$ cat config.mk
export PLATFORM = sky130hd
export DESIGN_NAME = exit_status_uart_reporter
export DESIGN_NICKNAME = d
export VERILOG_FILES = /design/src/rtl/exit_report_pkg.sv /design/src/rtl/uart_tx_byte.sv /design/src/rtl/exit_status_uart_reporter.sv
export SDC_FILE = /design/constraint.sdc
export NUM_CORES = 1
export LEC_CHECK = 0
export ABC_AREA = 1
export BUFFER_PORTS_ARGS = -buffer_cell sky130_fd_sc_hd__buf_2
export CAP_MARGIN = 25
export CELL_PAD_IN_SITES_DETAIL_PLACEMENT = 1
export CELL_PAD_IN_SITES_GLOBAL_PLACEMENT = 1
export CORE_ASPECT_RATIO = 1.5
export CORE_MARGIN = 2
export CORE_UTILIZATION = 46
export CTS_BUF_LIST = sky130_fd_sc_hd__clkbuf_16
export CTS_CLUSTER_DIAMETER = 50
export DETAILED_ROUTE_END_ITERATION = 12
export PLACE_DENSITY = 0.93
export SLEW_MARGIN = 20
export SYNTH_ARGS = -nofsm -noshare
export SYNTH_HDL_FRONTEND = slang
export SYNTH_HIERARCHICAL = 1
export SYNTH_SLANG_ARGS = --single-unit
$ cat constraint.sdc
create_clock -name clk_i -period 8.08 [get_ports clk_i]
set_clock_uncertainty 0.05 [all_clocks]
set_input_delay 0.808 -clock clk_i [delete_from_list [all_inputs] [get_ports clk_i]]
set_output_delay 0.808 -clock clk_i [all_outputs]
set_load 0.005 [all_outputs]
$ cat src/rtl/exit_report_pkg.sv
// exit_report_pkg: shared state encoding, frame layout and ASCII helpers for the exit reporter.
package exit_report_pkg;
  typedef enum logic [2:0] {IDLE, START, DATA, STOP, DONE} report_state_e;
  localparam int FRAME_LEN = 15;
  localparam logic [7:0] PREFIX [5] = '{8'h45, 8'h58, 8'h49, 8'h54, 8'h3D};
  function automatic logic [7:0] hex2ascii(input logic [3:0] n);
    return (n < 4'd10) ? 8'h30 + {4'h0, n} : 8'h37 + {4'h0, n};
  endfunction
  // idx 0-4 prefix, 5-12 hex digits MSB nibble first, 13 CR, 14 LF
  function automatic logic [7:0] frame_char(input logic [3:0] idx, input logic [31:0] v);
    logic [31:0] sh;
    sh = v >> {4'd12 - idx, 2'b00};
    return (idx < 4'd5) ? PREFIX[idx[2:0]] :
           (idx < 4'd13) ? hex2ascii(sh[3:0]) :
           (idx == 4'd13) ? 8'h0D : 8'h0A;
  endfunction
endpackage

$ cat src/rtl/uart_tx_byte.sv
// uart_tx_byte: 8N1 byte serializer; ready rises in the last stop-bit cycle so chars chain gap-free.
module uart_tx_byte
  import exit_report_pkg::*;
#(
  parameter int CLKS_PER_BIT = 4
) (
  input  logic       clk_i,
  input  logic       rst_ni,
  input  logic       valid_i,
  input  logic [7:0] data_i,
  output logic       ready_o,
  output logic       tx_o
);
  localparam int BW = (CLKS_PER_BIT > 1) ? $clog2(CLKS_PER_BIT) : 1;
  localparam logic [BW-1:0] LAST = BW'(CLKS_PER_BIT - 1);
  report_state_e state_q, state_d;
  logic [BW-1:0] baud_cnt_q, baud_cnt_d;
  logic [2:0] bit_idx_q, bit_idx_d;
  logic [7:0] shreg_q, shreg_d;
  logic bit_end, load, shift;
  always_comb begin
    bit_end = baud_cnt_q == LAST;
    ready_o = (state_q == IDLE) || (state_q == STOP && bit_end);
    load = valid_i && ready_o;
    shift = state_q == DATA && bit_end;
    baud_cnt_d = (load || state_q == IDLE || bit_end) ? '0 : baud_cnt_q + 1'b1;
    bit_idx_d = load ? 3'd0 : shift ? bit_idx_q + 3'd1 : bit_idx_q;
    shreg_d = load ? data_i : shift ? shreg_q >> 1 : shreg_q;
    state_d = state_q;
    if (load) state_d = START;
    else if (bit_end)
      case (state_q)
        START:   state_d = DATA;
        DATA:    state_d = (bit_idx_q == 3'd7) ? STOP : DATA;
        default: state_d = IDLE;
      endcase
    tx_o = (state_q == START) ? 1'b0 : (state_q == DATA) ? shreg_q[0] : 1'b1;
  end
  always_ff @(posedge clk_i or negedge rst_ni) begin
    if (!rst_ni) begin
      state_q <= IDLE;
      baud_cnt_q <= '0;
      bit_idx_q <= '0;
      shreg_q <= '0;
    end else begin
      state_q <= state_d;
      baud_cnt_q <= baud_cnt_d;
      bit_idx_q <= bit_idx_d;
      shreg_q <= shreg_d;
    end
  end
endmodule

$ cat src/rtl/exit_status_uart_reporter.sv
// exit_status_uart_reporter: latches the SoC exit code on a valid edge, reports it as
// "EXIT=XXXXXXXX\r\n" on a debug UART and drives pass/fail LEDs.
module exit_status_uart_reporter
  import exit_report_pkg::*;
#(
  parameter int CLK_FREQ_HZ = 20_000_000,
  parameter int BAUD_RATE   = 115_200
) (
  input  logic        clk_i,
  input  logic        rst_ni,
  input  logic        exit_valid_i,
  input  logic [31:0] exit_value_i,
  output logic        tx_o,
  output logic        busy_o,
  output logic        done_o,
  output logic        pass_led_o,
  output logic        fail_led_o
);
  localparam int CLKS_PER_BIT = CLK_FREQ_HZ / BAUD_RATE;
  localparam logic [3:0] LAST_CHAR = 4'(FRAME_LEN - 1);
  if (CLKS_PER_BIT < 2) begin : g_cpb_check
    $error("CLKS_PER_BIT must be at least 2");
  end
  logic valid_q, valid_d, busy_q, busy_d, done_q, done_d;
  logic [31:0] value_q, value_d;
  logic [3:0] char_idx_q, char_idx_d;
  logic start, tx_valid, tx_ready, char_end;
  logic [7:0] tx_data;
  always_comb begin
    start = exit_valid_i && !valid_q && !busy_q;
    char_end = busy_q && tx_ready;
    valid_d = exit_valid_i;
    value_d = start ? exit_value_i : value_q;
    tx_valid = start || (busy_q && char_idx_q != LAST_CHAR);
    tx_data = frame_char(start ? 4'd0 : char_idx_q + 4'd1, value_q);
    char_idx_d = start ? 4'd0 : (char_end && char_idx_q != LAST_CHAR) ? char_idx_q + 4'd1 : char_idx_q;
    busy_d = start || (busy_q && !(char_end && char_idx_q == LAST_CHAR));
    done_d = !start && (done_q || (char_end && char_idx_q == LAST_CHAR));
    busy_o = busy_q;
    done_o = done_q;
    pass_led_o = done_q && value_q == 32'd0;
    fail_led_o = done_q && value_q != 32'd0;
  end
  // valid_q resets high: a level already asserted across reset is not a new exit event
  always_ff @(posedge clk_i or negedge rst_ni) begin
    if (!rst_ni) begin
      valid_q <= 1'b1;
      busy_q <= 1'b0;
      done_q <= 1'b0;
      value_q <= '0;
      char_idx_q <= '0;
    end else begin
      valid_q <= valid_d;
      busy_q <= busy_d;
      done_q <= done_d;
      value_q <= value_d;
      char_idx_q <= char_idx_d;
    end
  end
  uart_tx_byte #(.CLKS_PER_BIT(CLKS_PER_BIT)) u_tx (
    .clk_i   (clk_i),
    .rst_ni  (rst_ni),
    .valid_i (tx_valid),
    .data_i  (tx_data),
    .ready_o (tx_ready),
    .tx_o    (tx_o)
  );
endmodule

==> impl_metrics.json, run 1 <==
{
  "dieArea_sq_um": 8580,
  "yosysWarningCount": 6,
  "routedWlPerCell_um": 15.1,
  "min_path_type": "register to register",
  "drc": 0,
  "synth_common_cells": "148 x nand2_1, 69 x inv_1, 59 x dfrtp_1",
  "gp_congestion": 0.843,
  "postPlaceCellArea_sq_um": 3840,
  "setup_viol": 0,
  "clock_period_minus_worst_slack_ns": 3.68,
  "boundaryPins": 40,
  "postSynthCellCount": 486,
  "route.detailed.vias_per_inst": 5.17,
  "initial_utilization_pct": 47.4,
  "setup.worst_path.end_class": "register",
  "routed_wirelength_um": 9470,
  "critical_path.startpoint_type": "register",
  "run_status": "complete, no violations",
  "ys_ff_latch": 60,
  "detailedRoute.firstIterationViolations": 128,
  "synth_async_sr_flop_share_pct": 100,
  "worstPathRequired_ns": 8.30,
  "remaining_antenna_violation_count_after_routing": 0,
  "synth_most_common_cell": "nand2_1",
  "finish.cell_count_without_fillers": 629,
  "grt_first_pass_wirelength_um": 16400,
  "worst-endpoint-arrival_ns": 3.90,
  "dr.pass1.iters": 4,
  "cts_setup_buffers": 0,
  "via_count_of_the_first_global_routing_pass": 3570,
  "global_route_congestion_overflow_total": 0,
  "max_freq_ghz": 0.272,
  "synthDominantAreaCellType": "dfrtp_1",
  "p_leak_uw": 0.00215,
  "place.port_buffers": 39,
  "placement.setup.worst_slack_ns": 4.19,
  "yosys.cell_types.count": 36,
  "final.setup.worst_slack_ns": 4.40,
  "std_cell_rows": 39,
  "ratio_of_cells_with_drive_above_1_in_the_final_layout_pct": 15.7,
  "timing.setup.critical_path_class": "register to register",
  "ctsRootBufferMaster": "clkbuf_16",
  "vias": 3249,
  "clkLatencyLatePin_ns": 0.33,
  "cts_made_buffers": 9,
  "grt_max_degree": 61,
  "max-slew-margin-rel_pct": 49.0,
  "synth_area_sq_um": 3610,
  "cts_repair_resizes": 0,
  "clock_tree.buffer_depth": 2,
  "drv_slew": 0,
  "yosys.area.top_type_share_pct": 40.9,
  "tritoncts_clock_tree": "built",
  "syn-num-nets": 535,
  "die_w_um": 76.3,
  "layout_worst_path_cycle_share_pct": 45.5,
  "report.final.hold_viol_count": 0,
  "diodes": 0,
  "grt_setup_unrepaired": "no",
  "cts.sinks": 60,
  "num-nets-final": 571,
  "power.ir.vdd_worst_uv": 118,
  "core-area_sq_um": 7610,
  "post_synth.cell_area_avg_sq_um": 7.42,
  "dp_cell_count": 613,
  "synth-seq-area-share_pct": 41.7,
  "floorplan.die.height_um": 112,
  "max_slew.worst_pin.slew_ns": 0.765,
  "growth_of_design_area_from_synthesis_to_finish_pct": 15.2,
  "detailed_place_hpwl_um": 7050,
  "layout.cell_area.non_filler_sq_um": 4150,
  "cts.htree.levels": 3,
  "top_ff_cell_synth": "dfrtp_1",
  "antenna_found_initial": 0,
  "clk_pin_slew_ns": 0.05,
  "max_cap_violations": 0,
  "synth_enable_flop_cells": 0,
  "timing.critical_path.fanout_max": 13,
  "cellPowerDensity_nw_per_um2": 173,
  "synth.area.top_cells": "dfrtp_1 41%, nand2_1 15%, nand3_1 8.0%",
  "cts_hold_repair.buffers": 0,
  "grt_use_total_pct": 24.2,
  "tns_ns": 0
}
[state kept, by name, indices dropped and copies added, names as in the netlist]
register         count
u_tx/baud_cnt_q      8
u_tx/state_q         2
char_idx_q           4
u_tx/shreg_q         8
u_tx/bit_idx_q       3
valid_q              1
value_q             32
done_o               1
busy_o               1
[metal layers]
| layer | vias to the layer above | global-route usage (%) | part of all wire (%) | wire [um] |
|---|---|---|---|---|
| met5 | - | 0 | 0 | 0 |
| met4 | 0 | 9.82 | 1.9 | 183 |
| met3 | 14 | 3.62 | 2.2 | 213 |
| met2 | 55 | 47.7 | 57 | 5400 |
| met1 | 1569 | 24.9 | 39 | 3670 |
| li1 | 1611 | - | - | - |
[where the power goes]
part	switching [uW]	internal [uW]	leakage [uW]
clock network	137	268	0.000145
logic	8.49	6.03	0.00137
registers	0.0810	301	0.000632
total	146	575	0.00215
[cells by family (layout without fill, tap and decap cells)]
family	after synthesis	count (layout)	synth area share [%]
simple gates	264	264	33.9
buf+inv	92	133	11.0
flops	60	60	41.7
compound gates	53	53	8.05
fa+ha+maj	14	14	4.86
xor+xnor	2	2	0.486
other cells	1	1	0.104
[worst max-delay path, stage by stage (launching register included)]
cell and delay, ns:
dfrtp_1 0.41, inv_1 0.35, ha_1 0.32, or2_2 0.34, ha_1 0.52, inv_1 0.23
a21oi_1 0.16, o21ai_0 0.09, nand2_1 0.06, nor2_1 0.04, nor2_1 0.14, inv_1 0.08
ha_1 0.21, nand2_1 0.07, nand2_1 0.04, nand2_1 0.05, nand2_1 0.05, a21oi_1 0.14
inv_1 0.05, nand3_1 0.08, nand2_1 0.05, nand2_1 0.05
[path summary, 6_finish.rpt]
| path | to | cells past startpoint | from | slack, ns |
|---|---|---|---|---|
| worst max-delay path | u_tx/shreg_q[2] | 21 | char_idx_q[0] | 4.40 |
| worst min-delay path | u_tx/shreg_q[4] | 2 | u_tx/shreg_q[4] | 0.46 |
| worst max register to register | u_tx/shreg_q[2] | 21 | char_idx_q[0] | 4.40 |
| worst min register to register | u_tx/shreg_q[4] | 2 | u_tx/shreg_q[4] | 0.46 |
| max in group asynchronous | value_q[4] | 2 | rst_ni | 6.89 |
| min in group asynchronous | u_tx/baud_cnt_q[7] | 2 | rst_ni | 0.58 |
[cells in the final DEF (no fill, tap or decap), types with 2 or more instances in the layout]
cell / Yosys / routed
nand3_2: 2 / 2
nor2_1: 18 / 18
buf_4: 1 / 3
a21oi_1: 5 / 5
inv_1: 69 / 69
o21ai_1: 2 / 2
bufinv_16: 0 / 2
buf_2: 8 / 39
o21bai_1: 2 / 2
o211ai_1: 3 / 3
clkinv_1: 1 / 2
nand4_1: 3 / 3
o21ai_0: 36 / 36
dfrtp_1: 59 / 59
nor4_1: 8 / 8
nand2_1: 148 / 148
inv_2: 5 / 5
nand2_4: 4 / 4
nand3_4: 2 / 2
nor3_1: 10 / 10
nor2_4: 4 / 4
clkbuf_16: 0 / 9
nand2_2: 5 / 5
clkinvlp_4: 0 / 3
ha_1: 14 / 14
nand3_1: 58 / 58
[final cells by class]
class / count / area (sq um)
Sequential cell: 60 / 1500
Tap cell: 102 / 128
Clock inverter: 7 / 91.3
Inverter: 75 / 282
Fill cell: 989 / 3460
Multi-Input combinational cell: 334 / 1710
Clock buffer: 9 / 225
Timing Repair Buffer: 42 / 218
[per-stage QoR]
stage,util [%],hold slack [ns],power (uW)
floorplan,-,0.416,307
global placement,50.4,0.435,321
detailed placement,50.4,0.446,322
CTS,54.6,0.460,728
global route,54.6,0.489,744
finish,54.6,0.456,721
Note: power is estimated with default switching activity, not from simulation.
==> run 2, diff against run 1 <==
Settings changed: CORE_UTILIZATION 46 to 43, PLACE_DENSITY 0.93 to 0.88.
Clock period 8.08 ns to 3.6 ns, I/O delays scaled along.
==> impl_metrics.json, run 2 (synthesized netlist as in run 1, its figures left out) <==
{
  "final_cell_mix": "148 x nand2_1, 71 x inv_1, 59 x dfrtp_1",
  "detailed_place_hpwl_um": 6910,
  "fillers": 1062,
  "timing.setup.critical_path_class": "register to register",
  "cts.sinks": 60,
  "worst-endpoint-arrival_ns": 3.32,
  "tritoncts_clock_tree": "built",
  "routed_wirelength_um": 8920,
  "multi_input_comb_area_sq_um": 1720,
  "clk_pin_slew_ns": 0.05,
  "grt_first_pass_wirelength_um": 15800,
  "core-area_sq_um": 8060,
  "tns_ns": 0,
  "setup_viol": 0,
  "die_w_um": 78.8,
  "r2r_slack_ns": 0.50,
  "fin_hold_ws_ns": 0.0433,
  "ratio_of_cells_with_drive_above_1_in_the_final_layout_pct": 15.7,
  "layout_worst_path_cycle_share_pct": 86.1,
  "drv_slew": 0,
  "max_freq_ghz": 0.323,
  "global_route_congestion_overflow_total": 0,
  "route.detailed.vias_per_inst": 5.12,
  "cellPowerDensity_nw_per_um2": 348,
  "worstPathRequired_ns": 3.82,
  "clock_power_share_pct": 50.6,
  "max_slew.worst_pin.slew_ns": 0.754,
  "most_common_cell_after_layout_fill_and_taps_aside": "nand2_1",
  "internal_power_of_the_cells_uw": 1140,
  "critical_path.startpoint_type": "register",
  "setup.worst_path.end_class": "register",
  "placement.setup.worst_slack_ns": 0.287,
  "seq_power_share_pct": 47.1,
  "ctsRootBufferMaster": "clkbuf_16",
  "floorplan.die.height_um": 116,
  "power.switching_uw": 299,
  "dr.pass1.iters": 4,
  "sw_frac_of_total_pct": 20.8,
  "run_status": "complete, no violations",
  "diodes": 0,
  "cts_setup_buffers": 0,
  "combinationalPowerShare_pct": 2.3,
  "num-nets-final": 574,
  "grt_use_total_pct": 22.3,
  "total_power_uw": 1440,
  "min_path_type": "input port to async pin",
  "clock_tree.buffer_depth": 2,
  "biggestRegsByFlops": "value_q (32), u_tx/baud_cnt_q (8), u_tx/shreg_q (8)",
  "grt_setup_unrepaired": "no",
  "dieArea_sq_um": 9150,
  "std_cell_rows": 40,
  "drc": 0,
  "remaining_antenna_violation_count_after_routing": 0,
  "cts.htree.levels": 3,
  "place.port_buffers": 39,
  "routedWlPerCell_um": 14.1,
  "final.setup.worst_slack_ns": 0.500,
  "initial_utilization_pct": 44.8,
  "report.final.hold_viol_count": 0,
  "p_leak_uw": 0.00215,
  "power.ir.vdd_worst_uv": 297,
  "boundaryPins": 40,
  "vias": 3247,
  "max-slew-margin-rel_pct": 49.7,
  "grt_max_degree": 59,
  "clkLatencyLatePin_ns": 0.33,
  "antenna_found_initial": 0,
  "top_register": "value_q",
  "detailedRoute.firstIterationViolations": 72,
  "via_count_of_the_first_global_routing_pass": 3505,
  "growth_of_design_area_from_synthesis_to_finish_pct": 14.4,
  "gp_congestion": 0.867,
  "largest_register_ff_count": 32,
  "timing.critical_path.fanout_max": 11,
  "reg_area_sq_um": 1500,
  "clock_period_minus_worst_slack_ns": 3.10,
  "max_cap_violations": 0,
  "cts_made_buffers": 9
}
-- run 2: cell count changes in the layout (fill, tap and decap cells not counted), sizes merged --
cell	change
bufinv	-2
inv	+2
clkinv	+2
buf	+3
clkinvlp	-3
-- run 2: what timing repair did --
action,4_1_cts,5_1_grt
setup endpoints to repair,0,1
gates resized for setup,0,2
hold buffers,0,0
-- run 2: area by class of cell --
class                      instances  area share [%]
tap                              105            3.18
clock inverter                     6           0.606
timing repair buffer              45            5.82
sequential                        60            36.4
inverter                          75            6.82
multi-input combinational        334            41.7
clock buffer                       9            5.46
-- run 2: metal layers --
layer / part of all wire [%] / GRT usage, % / wire, um
met5: 0 / 0 / 0
met4: 3.2 / 10.5 / 286
met3: 2.9 / 4.25 / 263
met2: 54 / 42.8 / 4830
met1: 40 / 23.1 / 3550
-- run 2: critical path, cell delays in order, from the launching register on --
cell,delay (ns)
dfrtp_1,0.40
inv_1,0.08
ha_1,0.31
or2_2,0.36
ha_4,0.35
inv_1,0.15
a21oi_1,0.14
o21ai_0,0.09
nand2_1,0.06
nor2_1,0.04
nor2_1,0.13
inv_1,0.08
ha_1,0.21
nand2_1,0.07
nand2_1,0.06
nand2_1,0.07
nand2_1,0.05
a21oi_1,0.12
inv_1,0.05
nand3_1,0.07
nand2_1,0.05
nand2_1,0.05
-- run 2: per-stage QoR --
step	util [%]	cells	cell area, sq um
2_1_floorplan	-	486	3610
3_3_place_gp	48.0	619	3860
3_5_place_dp	48.0	619	3860
4_1_cts	51.1	634	4110
5_1_grt	51.2	634	4130
6_report	51.2	634	4130
-- run 2: path summary, 6_finish.rpt --
| kind | start | end | cells after the start |
|---|---|---|---|
| worst max-delay path | char_idx_q[0] | u_tx/shreg_q[2] | 21 |
| min in group clk_i | exit_valid_i | valid_q | 1 |
| worst min-delay path | rst_ni | u_tx/baud_cnt_q[3] | 1 |
| max in group asynchronous | rst_ni | valid_q | 2 |
| worst max register to register | char_idx_q[0] | u_tx/shreg_q[2] | 21 |
| worst min register to register | u_tx/baud_cnt_q[0] | u_tx/baud_cnt_q[0] | 1 |
-- run 2: power by group through the flow --
stage | Clock, uW | Sequential [uW] | Combinational, uW
CTS | 747 | 677 | 34.5
detailed placement | 0 | 688 | 34.3
global route | 778 | 676 | 38.1
finish | 727 | 677 | 32.8
global placement | 0 | 688 | 33.1
floorplan | 0 | 688 | 0.670
